**src/rtl/store_buffer.sv**
```systemverilog
// Purpose : DEPTH-entry circular store buffer between the EX/MEM stage and data memory.
//           Stores are written back in arrival order, and loads are forwarded from the youngest matching entry.
// Latency : a store can reach mem_wr one cycle after st_valid at the earliest.
//           ld_hit and ld_data are combinational from the buffer contents that were registered before this cycle.
// Backpr. : while full=1, any st_valid is dropped, so upstream must stall on full.
//           mem_busy=1 holds the head in place.
//
// Ports:
//   clk, rst             rising-edge clock; synchronous active-high reset
//   st_valid/addr/data   store request (enqueue when not full)
//   ld_valid/addr        load lookup; ld_hit/ld_data are the forwarding result
//   mem_busy             memory cannot accept a write this cycle
//   mem_addr/wdata/wr    head-entry write port to data memory
//   full/empty/count     occupancy status, all derived from registered count
module store_buffer #(
  parameter int DEPTH = 4
) (
  input  logic                     clk,
  input  logic                     rst,
  input  logic                     st_valid,
  input  logic [31:0]              st_addr,
  input  logic [31:0]              st_data,
  input  logic                     ld_valid,
  input  logic [31:0]              ld_addr,
  input  logic                     mem_busy,
  output logic [31:0]              mem_addr,
  output logic [31:0]              mem_wdata,
  output logic                     mem_wr,
  output logic                     ld_hit,
  output logic [31:0]              ld_data,
  output logic                     full,
  output logic                     empty,
  output logic [$clog2(DEPTH):0]   count
);

  localparam int PW = $clog2(DEPTH);
  localparam int CW = PW + 1;

  // Entry storage and control state
  logic [31:0]   addr_q [DEPTH];
  logic [31:0]   addr_d [DEPTH];
  logic [31:0]   data_q [DEPTH];
  logic [31:0]   data_d [DEPTH];
  logic [PW-1:0] head_q, head_d;
  logic [PW-1:0] tail_q, tail_d;
  logic [CW-1:0] count_q, count_d;

  logic enq;
  logic drain;

  assign full  = (count_q == CW'(DEPTH));
  assign empty = (count_q == '0);
  assign count = count_q;

  // Writes to memory are never issued during reset. This also covers entries
  // that reset is about to discard.
  assign drain  = !empty && !mem_busy && !rst;
  assign mem_wr = drain;

  // A store that arrives while full is dropped, even if a drain in the same
  // cycle frees a slot. This keeps the accept decision independent of mem_busy.
  assign enq = st_valid && !full && !rst;

  assign mem_addr  = empty ? 32'd0 : addr_q[head_q];
  assign mem_wdata = empty ? 32'd0 : data_q[head_q];

  // DEPTH is a power of two, so the pointers wrap from DEPTH-1 to 0 through
  // ordinary modulo-2^PW arithmetic.
  always_comb begin
    addr_d  = addr_q;
    data_d  = data_q;
    head_d  = head_q;
    tail_d  = tail_q;
    count_d = count_q;

    if (enq) begin
      addr_d[tail_q] = st_addr;
      data_d[tail_q] = st_data;
      tail_d         = tail_q + PW'(1);
    end
    if (drain) begin
      head_d = head_q + PW'(1);
    end

    case ({enq, drain})
      2'b10:   count_d = count_q + CW'(1);
      2'b01:   count_d = count_q - CW'(1);
      default: count_d = count_q;
    endcase
  end

  // Forwarding. The loop walks the occupied slots from oldest (head) to
  // youngest, so the last match it finds is the youngest one. The slot that is
  // draining this cycle is still counted as occupied, so it can still hit. A
  // store being enqueued in this cycle is not in the array yet, so it is never
  // forwarded. Only the word index [11:2] takes part in the comparison.
  always_comb begin
    logic [PW-1:0] idx;
    idx     = '0;
    ld_hit  = 1'b0;
    ld_data = 32'd0;
    if (ld_valid) begin
      for (int i = 0; i < DEPTH; i++) begin
        idx = head_q + PW'(i);
        if ((CW'(i) < count_q) && (addr_q[idx][11:2] == ld_addr[11:2])) begin
          ld_hit  = 1'b1;
          ld_data = data_q[idx];
        end
      end
    end
  end

  always_ff @(posedge clk) begin
    if (rst) begin
      head_q  <= '0;
      tail_q  <= '0;
      count_q <= '0;
    end else begin
      head_q  <= head_d;
      tail_q  <= tail_d;
      count_q <= count_d;
    end
  end

  // The payload needs no reset. Slots outside [head, head+count) are never
  // observed, and enq is already held low during reset.
  always_ff @(posedge clk) begin
    addr_q <= addr_d;
    data_q <= data_d;
  end

endmodule

```
**config.mk**
```make
export PLATFORM = sky130hd
export DESIGN_NAME = store_buffer
export DESIGN_NICKNAME = d
export VERILOG_FILES = /design/src/rtl/store_buffer.sv
export SDC_FILE = /design/constraint.sdc
export NUM_CORES = 1
export LEC_CHECK = 0
export BUFFER_PORTS_ARGS = -buffer_cell sky130_fd_sc_hd__buf_2
export CORE_ASPECT_RATIO = 0.5
export CORE_UTILIZATION = 40
export CTS_CLUSTER_DIAMETER = 100
export DETAILED_ROUTE_END_ITERATION = 10
export HOLD_SLACK_MARGIN = 0.05
export PLACE_DENSITY_LB_ADDON = 0.2
export SLEW_MARGIN = 20
export SYNTH_ARGS = -nofsm -noshare
export SYNTH_HDL_FRONTEND = slang
export SYNTH_SLANG_ARGS = --single-unit
```
**constraint.sdc**
```tcl
create_clock -name clk -period 3.9 [get_ports clk]
set_clock_uncertainty 0.1 [all_clocks]
set_input_delay 0.195 -clock clk [delete_from_list [all_inputs] [get_ports clk]]
set_output_delay 0.195 -clock clk [all_outputs]
set_load 0.02 [all_outputs]
```
* Word-level counts from Yosys, hierarchy flattened
Cells that the tools add are included.
Word-level totals: bits in registers 263, output and inout port bits 103
Cells by class: add/sub/neg operators 6, $lt $le $gt $ge 10, equality and inequality tests 7, mux-type cells 41, bitwise gates (word level) 5, reduce and logical (&&, ||, !) cells 15
Operator list (number):
- $mux 32 | 18
- $bmux 32 s2 | 8
- $bwmux 128 | 2
- $mux 12 | 6
- $demux 32 s2 | 1
- $eq 10x10->1 | 4
- $ge 3x3->1 const B | 5
- $not 2->3 | 5
- $logic_and 1x1->1 | 9
- $lt 1x3->1 const A | 2
- $lt 2x3->1 const A | 2
- $pmux 3 s2 | 1
- $mux 1 | 5
- $add 2x1->2 const B | 2
- $add 2x2->2 const B | 2
- $logic_not 1->1 | 4
- $add 3x1->3 const B | 1
- $eq 3x3->1 const B | 1
- $logic_not 3->1 | 1
- $lt 3x1->1 const B | 1
- $sub 3x1->3 const B | 1
- $eq 2x1->1 const B | 1
- $eq 2x2->1 const B | 1
- $reduce_bool 2->1 | 1

* Depth between registers and ports, before layout
depth after elaboration 11, mapped depth 13

* Worst setup path after synthesis
Ideal clock, no wire load.
path kind reg2reg, start point register count_q[0] (netlist: count[0]), end point register addr_q[0] (netlist name), enable pin, library setup time 0.429 ns, arrival 3.117 ns, data required time 3.371 ns, slack 0.254 ns, stages on the path, launching flop included 7, path buffers 0, cells stage by stage dfxtp_1 > inv_1 > ha_1 > and2_1 > nor2b_1 > nor2b_1 > and2_1
On the way: longest elaborated chain between the ends 4
Ends and longest elaborated chain:
- from (decl) | RTL line 46 | logic [CW-1:0] count_q, count_d;
- from (signal assigned) | RTL line 121 | count_q <= count_d;
- $eq 3x3->1 | RTL line 51 | assign full = (count_q == CW'(DEPTH));
- named net full | RTL line 31 | output logic full,
- $logic_not 1->1 | RTL line 62 | assign enq = st_valid && !full && !rst;
- $logic_and 1x1->1 (2 in series) | RTL line 62
- to (signal assigned) | RTL line 128 | addr_q <= addr_d;
- to (decl) | RTL line 40 | logic [31:0] addr_q [DEPTH];
The timed path passes the listed nets, and every way through them passes these cells. A chain may end at the register's enable or synchronous reset.

* Final worst setup path
start point register head_q[0], end point output ld_data[28]
On the way: longest elaborated chain between the ends 11, elaborated cells on any way between the ends 44
Ends and longest elaborated chain:
- from (decl) | RTL line 44 | logic [PW-1:0] head_q, head_d;
- from (signal assigned) | RTL line 115 | head_q <= '0;
- from (signal assigned) | RTL line 119 | head_q <= head_d;
- $add 2x1->2 or $not 2->3 (tied branches) | RTL line 104, 105, 107
- $not 2->3 (not written as such) or $bmux 32 s2 (tied branches) | RTL line 105, 107
- $bmux 32 s2 or $mux 32 (tied branches) | RTL line 105 | if ((CW'(i) < count_q) && (addr_q[idx][11:2] == ld_addr[11:2])) begin
- $mux 12 (not written as such) or $mux 32 (tied branches) | RTL line 105
- $mux 12 (not written as such) or $eq 10x10->1 (tied branches) | RTL line 105
- $eq 10x10->1 or $logic_and 1x1->1 (tied branches) | RTL line 105
- $logic_and 1x1->1 or $mux 32 (tied branches) | RTL line 105
- $mux 32 (2 in series) | RTL line 105
- $mux 32 (*) | RTL line 105
- $mux 32 (*) | RTL line 102 | if (ld_valid) begin
- to (decl) | RTL line 30 | output logic [31:0] ld_data,
Every way passes the cells marked *; elsewhere a longest branch is shown, timed or not. The select of a mux whose other input is x is not followed.

==> run summary <==
Hold slack: 0.305 ns
First-pass GRT wire length: 62700 µm
Initial antenna violation count: 1
Critical path arrival: 3.47 ns
DR vias/cell: 5.69
Share of post-route cells with drive strength above 1: 28.9%
Core Area: 0.0363 mm²
Setup CP Type: flop to output port
Most common cell after layout, fill and taps aside: edfxtp_1
Distinct cells, synth: 54
Hold Vio Cnt, Final: 0
Total CTS buffers: 26
Root Buffer: clkbuf_16
CTS sink cnt: 263
Vias in the first global route: 11300
Critical Path RT: 3.61 ns
Max layer used: met4
# IOs: 204
GPL Wtd Cong: 0.867
Row count: 49
EDFF count, synth: 256
Largest net degree at the start of global routing: 143
Worst Setup End Kind: output port
FFs w/ async S/R, synth: 0%
Die height: 138 µm
Sequential cell area fraction in the yosys report: 52.6%
Final setup margin: 0.134 ns
Layout area overhead: 20.8%
Power Total: 7700 µW
Cells after Synth: 1203
Slew @ Worst Pin: 0.856 ns
Period utilization: 96.6%
Commonest non-fill, non-tap cells in the layout: edfxtp_1 (256), buf_2 (181), a21oi_1 (112), nand2_1 (107), mux2i_1 (83)
Met2 WL: 20300 µm
Total GRT Usage: 21.1%
Die area: 0.0380 mm²
DP Cell Count: 1807
R2R Path Start: count[0]
Placement Setup Slack: 0.390 ns
Top FF cell, synth: edfxtp_1
CTS H-tree lvls: 1
Post-route ant nets: 0
HPWL Detailed: 25600 µm
CP max FO: 18
Clock slew at reported path FFs: 0.06 ns
PwrDens: 429 mW/mm²
Clock buffer depth: 3
Setup violations, final: 0
Hold Startpoint: st_addr[17]
Register bit total from synthesis: 263
Fin crit period: 3.77 ns
Avg WL per Cell: 21.0 µm
Avg Synthesized Cell Area: 12.4 µm²
First-pass DRT Iterations: 10
CTS tree: done
Yosys warnings: 0
Lkg Pwr: 0.00603 µW
Initial core utilization: 41.0%
Worst Setup Start Kind: flop
Iter 0 DRT Violations: 832
IO buf count: 181
DR WL met3: 2230 µm
Met1 WL: 17100 µm
Violated checks: DRC
Post-layout nets: 1538
Routed vias: 11000
Outcome: finished, violations left
FF-to-FF End: data_q[2]
Worst min path class: input pin to flop
Peak VDD IR: 0.000338 V
GR Overflow Total: 0
Hold Crit Depth: 2
Worst-Skew Late Latency: 0.53 ns
R2R depth: 7
DRC: 3
Syn Nets: 1313
Non-filler instance count after layout: 1933
RSZ-0062 raised after global routing: yes
Hold path endpoint: addr_q[49]
Maximum clock frequency: 266 MHz
Die W: 275 µm
Setup TNS Final: 0 ns
Worst slew margin: 42.9%
Max-cap viol count: 0
# fillers: 3196
Synth Cell Area: 0.0149 mm²
R2r setup slk: 0.90 ns
Drt total wl: 40600 µm
Final Max Slew Viols: 0
power by group:
group,internal [µW],switching (µW)
clock,1340,1060
combinational,858,1200
sequential,3200,52.5
total,5390,2310
worst max-delay path: stages, from the launching register on:
cell        delay [ns]
dfxtp_4           0.42
buf_12            0.19
mux4_2            0.53
xnor2_1           0.26
nand4_1           0.20
nor3_4            0.34
buf_4             0.29
clkinvlp_4        0.14
buf_12            0.16
o211ai_1          0.09
a21oi_1           0.12
buf_2             0.17
state kept, by name, indices dropped and copies added, names as in the netlist:
register and count:
head_q 2, data_q 128, addr_q 128, tail_q 2, count 3
metal layers:
layer  global-route usage [%]  up-vias
li1                         -     5088
met5                        0        -
met3                     2.74       70
met2                     37.0      350
met1                     27.4     5487
met4                     5.73        0
cells in the mapped netlist (3+ instances only):
cell | count | area (µm²)
nand3_1 | 5 | 25.0
xor2_1 | 3 | 26.3
o22ai_1 | 6 | 37.5
mux2_2 | 66 | 743
buf_2 | 25 | 125
mux2i_1 | 84 | 841
a21oi_2 | 4 | 35.0
a2111oi_0 | 14 | 123
o2111ai_1 | 19 | 166
buf_1 | 10 | 37.5
o41ai_1 | 18 | 158
xnor2_1 | 37 | 324
clkbuf_1 | 50 | 188
dfxtp_1 | 7 | 140
buf_6 | 8 | 90.1
mux4_2 | 53 | 1190
a31o_1 | 18 | 158
a21oi_1 | 113 | 566
inv_1 | 11 | 41.3
o211ai_1 | 16 | 120
o21ai_0 | 80 | 400
nand4_1 | 4 | 25.0
ha_1 | 9 | 113
nand2_1 | 107 | 402
nor3_1 | 3 | 15.0
buf_4 | 7 | 52.6
nor2b_1 | 52 | 325
nor2_1 | 77 | 289
a211oi_1 | 6 | 45.0
and2_1 | 6 | 37.5
edfxtp_1 | 256 | 7690
cell type report:
type | count | area [µm²] | area share (%)
Sequential cell | 263 | 7840 | 43.6
Clock buffer | 36 | 709 | 3.95
Clock inverter | 12 | 87.6 | 0.487
Tap cell | 484 | 606 | 3.37
Multi-Input combinational cell | 827 | 6550 | 36.5
Timing Repair Buffer | 299 | 2130 | 11.9
Inverter | 11 | 45.0 | 0.251
Antenna cell | 1 | 2.50 | 0.0139
worst max-delay path by stage:
stage,from,to,slack [ns],depth (start not counted)
floorplan,count[0],addr_q[0],0.25,6
global placement,head_q[0],ld_data[17],0.42,9
detailed placement,head_q[0],ld_data[17],0.39,9
CTS,head_q[0],ld_data[28],0.02,11
global route,head_q[0],ld_data[19],-0.01,11
finish,head_q[0],ld_data[28],0.13,11
through the flow:
step	cell area, µm²	util (%)
finish	18000	49.5
global route	18000	49.5
CTS	17900	49.2
detailed placement	16300	44.9
global placement	16300	44.9
floorplan	14900	-
kinds of logic (layout without fill, tap and decap cells):
| logic type | count (synthesis) | in the layout | share of synthesized area (%) |
|---|---|---|---|
| fa+ha+maj | 9 | 9 | 0.757 |
| mux | 203 | 203 | 18.7 |
| other cells | 0 | 1 | 0 |
| simple gates | 262 | 262 | 8.11 |
| flops | 263 | 263 | 52.6 |
| buf+inv | 113 | 358 | 3.86 |
| compound gates | 311 | 311 | 13.4 |
| xor+xnor | 42 | 42 | 2.57 |
what timing repair did:
item	in CTS	in global routing
gates resized for setup	2	13
endpoints found under the hold margin	263	0
hold buffers	68	0
pin swaps	1	0
buffers inserted	7	2
setup endpoints to repair	32	25
Power figures use the tool's default switching activity.
